==> src/rtl/top_keyscan.sv <==
// Key scanner: per-key 2-flop sync + saturating debounce; lowest eligible key commits one event per cycle into a FIFO.
// Raw edge to key_valid_o takes 3+deb_p cycles; a full FIFO holds eligible keys (stall_o) until a pop frees a slot.
module keyscan_fifo #(
  parameter int width_p = 9,
  parameter int depth_p = 4
) (
  input  logic               clk,
  input  logic               rst,
  input  logic               push,
  input  logic [width_p-1:0] push_dat,
  input  logic               pop,
  output logic               full,
  output logic               empty,
  output logic [width_p-1:0] head
);
  localparam int aw_p = $clog2(depth_p);

  logic [width_p-1:0] mem [depth_p];
  logic [aw_p-1:0]    rd_ptr;
  logic [aw_p-1:0]    wr_ptr;
  logic [aw_p:0]      count;
  logic               do_pop;
  logic               do_push;

  assign empty   = (count == '0);
  assign full    = (count == (aw_p+1)'(depth_p));
  assign do_pop  = pop && !empty;
  assign do_push = push && (!full || do_pop);
  assign head    = empty ? '0 : mem[rd_ptr];

  always_ff @(posedge clk) begin
    if (rst) begin
      rd_ptr <= '0;
      wr_ptr <= '0;
      count  <= '0;
    end else begin
      if (do_push) wr_ptr <= wr_ptr + aw_p'(1);
      if (do_pop)  rd_ptr <= rd_ptr + aw_p'(1);
      case ({do_push, do_pop})
        2'b10:   count <= count + (aw_p+1)'(1);
        2'b01:   count <= count - (aw_p+1)'(1);
        default: ;
      endcase
    end
  end

  // Storage needs no reset: head is masked to zero while empty.
  always_ff @(posedge clk) begin
    if (do_push) mem[wr_ptr] <= push_dat;
  end
endmodule

module top_keyscan #(
  parameter int keys_p  = 16,
  parameter int deb_p   = 4,
  parameter int depth_p = 4
) (
  input  logic              main_clk_i,
  input  logic              main_rst_i,
  input  logic [keys_p-1:0] raw_i,
  output logic [keys_p-1:0] level_o,
  output logic              key_valid_o,
  input  logic              key_accept_i,
  output logic [8:0]        key_data_o,
  output logic              stall_o
);
  logic [keys_p-1:0] sync1;
  logic [keys_p-1:0] sync2;
  logic [keys_p-1:0] level;
  logic [7:0]        cnt [keys_p];
  logic [keys_p-1:0] elig;
  logic [keys_p-1:0] clr;
  logic [3:0]        seq;
  logic              any_elig;
  logic [3:0]        win_idx;
  logic              win_lvl;
  logic              fifo_full;
  logic              fifo_empty;
  logic              pop;
  logic              commit;

  always_comb begin
    elig = '0;
    for (int k = 0; k < keys_p; k++) begin
      elig[k] = (cnt[k] == 8'(deb_p));
    end
  end

  // Descending scan so the lowest eligible index is the last assignment.
  always_comb begin
    any_elig = 1'b0;
    win_idx  = '0;
    win_lvl  = 1'b0;
    for (int k = keys_p - 1; k >= 0; k--) begin
      if (elig[k]) begin
        any_elig = 1'b1;
        win_idx  = 4'(k);
        win_lvl  = ~level[k];
      end
    end
  end

  assign pop    = key_valid_o && key_accept_i;
  assign commit = any_elig && (!fifo_full || pop);

  always_comb begin
    clr = '0;
    for (int k = 0; k < keys_p; k++) begin
      clr[k] = commit && (win_idx == 4'(k));
    end
  end

  always_ff @(posedge main_clk_i) begin
    if (main_rst_i) begin
      sync1 <= '0;
      sync2 <= '0;
      level <= '0;
      seq   <= '0;
      for (int k = 0; k < keys_p; k++) cnt[k] <= '0;
    end else begin
      sync1 <= raw_i;
      sync2 <= sync1;
      level <= level ^ clr;
      if (commit) seq <= seq + 4'd1;
      for (int k = 0; k < keys_p; k++) begin
        if (clr[k] || (sync2[k] == level[k])) begin
          cnt[k] <= '0;
        end else if (cnt[k] != 8'(deb_p)) begin
          cnt[k] <= cnt[k] + 8'd1;
        end
      end
    end
  end

  keyscan_fifo #(
    .width_p (9),
    .depth_p (depth_p)
  ) u_fifo (
    .clk      (main_clk_i),
    .rst      (main_rst_i),
    .push     (commit),
    .push_dat ({win_lvl, win_idx, seq}),
    .pop      (pop),
    .full     (fifo_full),
    .empty    (fifo_empty),
    .head     (key_data_o)
  );

  assign level_o     = level;
  assign key_valid_o = !fifo_empty;
  assign stall_o     = any_elig && !commit;
endmodule

==> config.mk <==
export PLATFORM = sky130hd
export DESIGN_NAME = top_keyscan
export DESIGN_NICKNAME = d
export VERILOG_FILES = /design/src/rtl/top_keyscan.sv
export SDC_FILE = /design/constraint.sdc
export NUM_CORES = 1
export LEC_CHECK = 0
export ABC_AREA = 1
export BUFFER_PORTS_ARGS = -buffer_cell sky130_fd_sc_hd__buf_4
export CORE_UTILIZATION = 25
export CTS_CLUSTER_SIZE = 16
export DETAILED_ROUTE_END_ITERATION = 16
export GPL_ROUTABILITY_DRIVEN = 0
export HOLD_SLACK_MARGIN = 0.1
export SYNTH_ARGS = -nofsm -noshare
export SYNTH_HDL_FRONTEND = slang
export SYNTH_HIERARCHICAL = 1
export SYNTH_SLANG_ARGS = --single-unit
==> constraint.sdc <==
create_clock -name main_clk_i -period 5.02 [get_ports main_clk_i]
set_clock_uncertainty 0.05 [all_clocks]
set_input_delay 1.004 -clock main_clk_i [delete_from_list [all_inputs] [get_ports main_clk_i]]
set_output_delay 1.004 -clock main_clk_i [all_outputs]
set_load 0.01 [all_outputs]
* Yosys cells after proc, flatten, opt, wreduce, memory -nomap -nowiden
Memories as Yosys holds them, arrays and structs flattened. A register that Yosys moved wholly into a read port is not among the register bits.
Cells that the tools add are included.
** Storage, ports and cells
- Register bits :: 59
- Latch bits :: 0
- Memory bits (writable) :: 164
- ROM bits :: 0
- Input port bits :: 19
- Logic and storage cells :: 390
- Memories kept :: 2
** Cells by class
- $add $sub $neg :: 21
- Multiply operators :: 0
- Div/mod/pow operators :: 0
- $lt $le $gt $ge :: 0
- Equal/unequal tests :: 66
- Shift-type cells :: 0
- Muxes and demuxes :: 200
- Bitwise logic cells :: 49
- Reductions and logical operators :: 45
** Memories
- cnt :: depth 16, width 8, read ports 16, clocked after memory_dff 0, write ports 16, RTL line 70 : logic [7:0] cnt [keys_p];
- u_fifo.mem :: depth 4, width 9, read ports 1, clocked after memory_dff 1, write ports 1, RTL line 18 : logic [width_p-1:0] mem [depth_p];
** Operators with widths (number)
- two-way mux 8 bit :: 32
- two-way mux 1 bit :: 148
- adder 8 x 1 -> 8 bit (second input constant) :: 16
- == test 8 x 3 -> 1 bit (second input constant) :: 16
- inequality test 8 x 3 -> 1 bit (second input constant) :: 16
- two-way mux 4 bit :: 16
- == test 4 bit (second input constant) :: 8
- bitwise OR 1 bit :: 32
- logical AND 1 bit :: 21
- logical OR 1 bit :: 18
- == test 1 bit :: 16
- == test 4 x 3 -> 1 bit (second input constant) :: 4
- inverter 1 bit :: 16
- bitwise XOR 16 bit :: 1
- two-way mux 9 bit :: 1
- == test 4 x 2 -> 1 bit (second input constant) :: 2
- case mux 3 bit (2 select lines) :: 1
- adder 2 x 1 -> 2 bit (second input constant) :: 2
- adder 4 x 1 -> 4 bit (second input constant) :: 1
- == test 4 x 1 -> 1 bit (second input constant) :: 1
- zero test 4 bit :: 1
- two-way mux 2 bit :: 2
- adder 3 x 1 -> 3 bit (second input constant) :: 1
- == test 3 bit (second input constant) :: 1
- other kinds (6) :: 8

* Logic depth before layout (Yosys ltp)
- Word-level depth :: 25
- Gate-level depth with buffers :: 21
- Depth with buffers taken out :: 21

* Hierarchy
Netlist, hierarchy kept.
** By module, submodules not included
- top_keyscan :: instances 1, cells each 1063, area an instance 9639.2 um^2, sequential area each 4884.7 um^2
- keyscan_fifo :: instances 1, cells each 179, area an instance 1931.9 um^2, sequential area each 1261.2 um^2

* Least setup slack after synthesis
No wires, ideal clock.
- Path kind :: in2reg
- Start point :: in key_accept_i
- End point :: reg u_fifo.count[1]
- Library setup time :: 0.070 ns
- Arrival time :: 2.724 ns
- Required time :: 4.900 ns
- Path slack :: 2.176 ns
- Cell stages on the path :: 9
- Buffers on the path :: 0
- Path through :: inv_1 > o21ai_0 > inv_1 > nor2_2 > nand2_1 > ha_1 > inv_1 > fa_1 > a21oi_1
** On the way
- Longest elaborated chain between the ends :: 6
** RTL lines
- from (decl) :: RTL line 63 : input logic key_accept_i,
- logical AND 1 bit (*) :: RTL line 103 : assign pop = key_valid_o && key_accept_i;
- logical OR 1 bit (*) :: RTL line 104 : assign commit = any_elig && (!fifo_full || pop);
- logical AND 1 bit (*) :: RTL line 104
- net commit :: RTL line 80 : logic commit;
- logical AND 1 bit (*) :: RTL line 28 : assign do_push = push && (!full || do_pop);
- == test 2 x 1 -> 1 bit / == test 2 bit (equally long branches) :: RTL line 39 : case ({do_push, do_pop})
- case mux 3 bit (2 select lines) / nonzero test 2 bit (equally long branches)
- to (signal assigned) :: RTL line 40 : 2'b10: count <= count + (aw_p+1)'(1);
- to (signal assigned) :: RTL line 41 : 2'b01: count <= count - (aw_p+1)'(1);
- to (decl) :: RTL line 21 : logic [aw_p:0] count;
Mark *: on every way through the listed nets, which the timed path passes. The rest lies on a longest branch.
A chain may end at the register's enable or synchronous reset.

==> results.md <==
* Run status: finished, final reports clean
* CTS tree: done
* CTS HTree Levels at 1
* Grt total ovfl at 0
* Synth Area per Inst at 9.32 sq um
* Top-Level Pins at 46
* First-pass GRT wire length at 39100 um
* Clk slew on worst S/H paths at 0.06 ns
* Setup TNS at 0 ns
* R2R Setup Slk at 1.37 ns
* Switching pwr at 0.000802 W
* Maximum clock frequency at 257 MHz
* CP max FO at 5
* Clock network fraction of design power at 47.8%
* Vias at 8078
* Nets at 1360
* Most used cell, CP: inv_1
* Postcts setup bufs at 0
* Antenna violations before repair at 0
* CP Launch Type: register
* Endpoints failing hold at 0
* Residual DRC at 0
* Internal power at 0.00315 W
* Crit-path cells: inv_1 > ha_1 > inv_1 > nor4_2 > inv_1 > nand3_1 > nor2_1 > nand2_1 > inv_1 > nor2_1 > buf_4
* Vias in the first global route at 7865
* Port Buf Inserts at 45
* Clock Latency Late Sink at 0.54 ns
* Vias per cell at 4.20
* Slowest-stage cell, CP: edfxtp_1
* Worst setup EP type: output pin
* Cells after DPL at 1874
* Layout Cells excl Fill at 1922
* Comb pwr share at 1.8%
* Sequential Power Share at 50.4%
* Initial Util at 25.4%
* Crit share post-route at 77.4%
* Clock Sinks at 225
* CTS root buf: clkbuf_16
* Switching Fraction at 20.3%
* Pwr/cell area at 294 mW/mm^2
* Most common cell in the netlist: nor2_1
* Min Clock Period, post-route at 3.89 ns
* Library cells used by synthesis at 39
* Post-synth EDFFs at 164
* Pwr Total at 0.00395 W
* Die X at 217 um
* WL/cell at 12.2 um
* Share of the synthesized area in the top cell type at 42.6%
* Critical Path AT at 2.83 ns
* Die height at 217 um
* Pins Over Slew Limit at 0
* WL final at 23400 um
* Syn Std Cell Area at 0.0116 sq mm
* Area leader, netlist: edfxtp_1
* Hold-fix buffer count after cts at 0
* Post-synth ARST share at 0%
* Deepest clock path buffer count at 3
* Setup violations, final at 0
* Post-DP HPWL at 17200 um
* Initial drt markers at 466
* TritonCTS Buffers at 26
* GRT Total Usage at 10.2%
* Cells after Synth at 1242
* Critical path's largest stage delay at 0.42 ns
* Post-synthesis sequential area ratio at 53.1%
* Worst slew pin tran at 0.980 ns
* Ys Warns at 6
* Worst vdd ir at 0.194 mV
* Area delta synth->final at 16.1%
* Core ar. at 0.0455 sq mm
* Mapped Nets at 1300
* Required @ worst endpoint at 3.97 ns
* Synth top area cells: edfxtp_1 43%, dfxtp_1 11%, nor2_1 8.9%, inv_1 6.3%, xor2_1 5.1%
* Rows at 78
* RSZ-0062 raised after global routing: no
* Setup CP Type: register to output pin
* Post_cts resized at 0
* Cell count of the worst reg-to-reg path at 15
* Dpl cell area at 0.0126 sq mm
* DIE AREA at 0.0471 sq mm
* First drt pass iteration count at 5
* Top cells by count, synth: 273 x nor2_1, 195 x inv_1, 164 x edfxtp_1, 117 x nand2_1, 68 x xor2_1
* Top FF cell, synth: edfxtp_1
* Leak pwr at 5.16 nW
* Final ANT Viol Nets at 0
* Hold WC Path Type: register to register
* Final instance area at 0.0134 sq mm
* Hold_ws at 0.349 ns
* Layout cell share with drive strength beyond 1 at 12.6%
* Slew headroom at 34.6%
* Hold Path Stages at 2
* # Max-Cap Violations at 0
* Ant diodes at 0
* Number of synthesized register bits at 225
* Fillers at 4806
* Largest net degree at the start of global routing at 46
## flip-flops by register name (all words and copies together) (netlist names), named ones only
| register | count |
|---|---|
| cnt | 128 |
| u_fifo/mem | 36 |
| level_o | 16 |
| sync1 | 16 |
| sync2 | 16 |
| seq | 4 |
| u_fifo/count | 3 |
| u_fifo/rd_ptr | 2 |
| u_fifo/wr_ptr | 2 |
## placed cells by master (no fill, tap or decap), types with 2 or more instances in the layout
master	instances
a21oi_1	36
buf_4	47
bufinv_16	2
clkbuf_1	5
clkbuf_16	27
clkbuf_8	4
clkinv_1	3
clkinv_2	6
dfxtp_1	61
edfxtp_1	164
ha_1	38
inv_1	195
inv_2	19
nand2_1	117
nand2_2	6
nand2_4	5
nand3_1	65
nand3_2	11
nand4_1	30
nand4_2	7
nand4_4	3
nor2_1	273
nor2_2	13
nor2_4	3
nor3_1	19
nor3_2	2
nor3b_1	3
nor4_1	6
nor4_2	4
nor4_4	3
o21ai_0	22
o21ai_1	12
or2_2	3
xnor2_1	32
xor2_1	68
## critical path, delay by kind of cell, from the launching register on
| family | cells | cell delay, ns |
|---|---|---|
| flip-flops | 1 | 0.42 |
| buffers and inverters | 5 | 0.63 |
| AND/OR/NAND/NOR | 5 | 1.09 |
| adder cells (fa/ha/maj) | 1 | 0.16 |
## power by group through the flow
stage | combinational [W] | clock [W] | sequential, W
after floorplan | 0.0000461 | 0 | 0.00203
after global placement | 0.0000712 | 0 | 0.00203
after detailed placement | 0.0000726 | 0 | 0.00203
after CTS | 0.0000728 | 0.00194 | 0.00199
after global routing | 0.0000823 | 0.00201 | 0.00199
final | 0.0000707 | 0.00189 | 0.00199
## per-stage QoR
| step | setup slack, ns | util [%] |
|---|---|---|
| after global placement | 1.43 | 27.6 |
| after CTS | 1.16 | 29.5 |
| after detailed placement | 1.33 | 27.6 |
| after floorplan | 2.18 | - |
| after global routing | 0.910 | 29.5 |
| final | 1.13 | 29.5 |
## routing by layer
metal | global-route usage, % | routed length (um) | vias to the layer above
li1 | - | - | 4133
met1 | 13.8 | 11400 | 3773
met2 | 16.4 | 10500 | 133
met3 | 1.93 | 1060 | 39
met4 | 2.86 | 523 | 0
met5 | 0 | 0 | -
## worst paths after layout
| path | startpoint | end |
|---|---|---|
| max | cnt[0][8]$_SDFFCE_PN0P_ | stall_o |
| min | sync1[15]$_SDFF_PP0_ | sync2[15]$_SDFF_PP0_ |
| max reg2reg | cnt[1][48]$_SDFFCE_PP0P_ | cnt[0][40]$_SDFFCE_PN0P_ |
| min reg2reg | sync1[15]$_SDFF_PP0_ | sync2[15]$_SDFF_PP0_ |
## logic make-up (layout without fill, tap and decap cells)
family | after synthesis | in the layout | synth area share (%)
and+or+nand+nor | 577 | 577 | 24.0
xor gates and xnor gates | 100 | 100 | 7.57
adders and majority gates | 39 | 39 | 4.28
buffers and inverters | 229 | 309 | 7.84
DFF | 225 | 225 | 53.1
AOI/OAI and AO/OA | 72 | 72 | 3.16
## area by class of cell
class / count / area [sq um] / share of cell area (%)
clock buffers: 36 / 749 / 5.58
clock inverters: 12 / 110 / 0.820
inverters: 214 / 803 / 5.98
multi-input cells: 788 / 4520 / 33.6
flip-flops and latches: 225 / 6150 / 45.8
well taps: 600 / 751 / 5.59
repair buffers: 47 / 353 / 2.63
No activity file was read; power rests on OpenSTA's default activity.
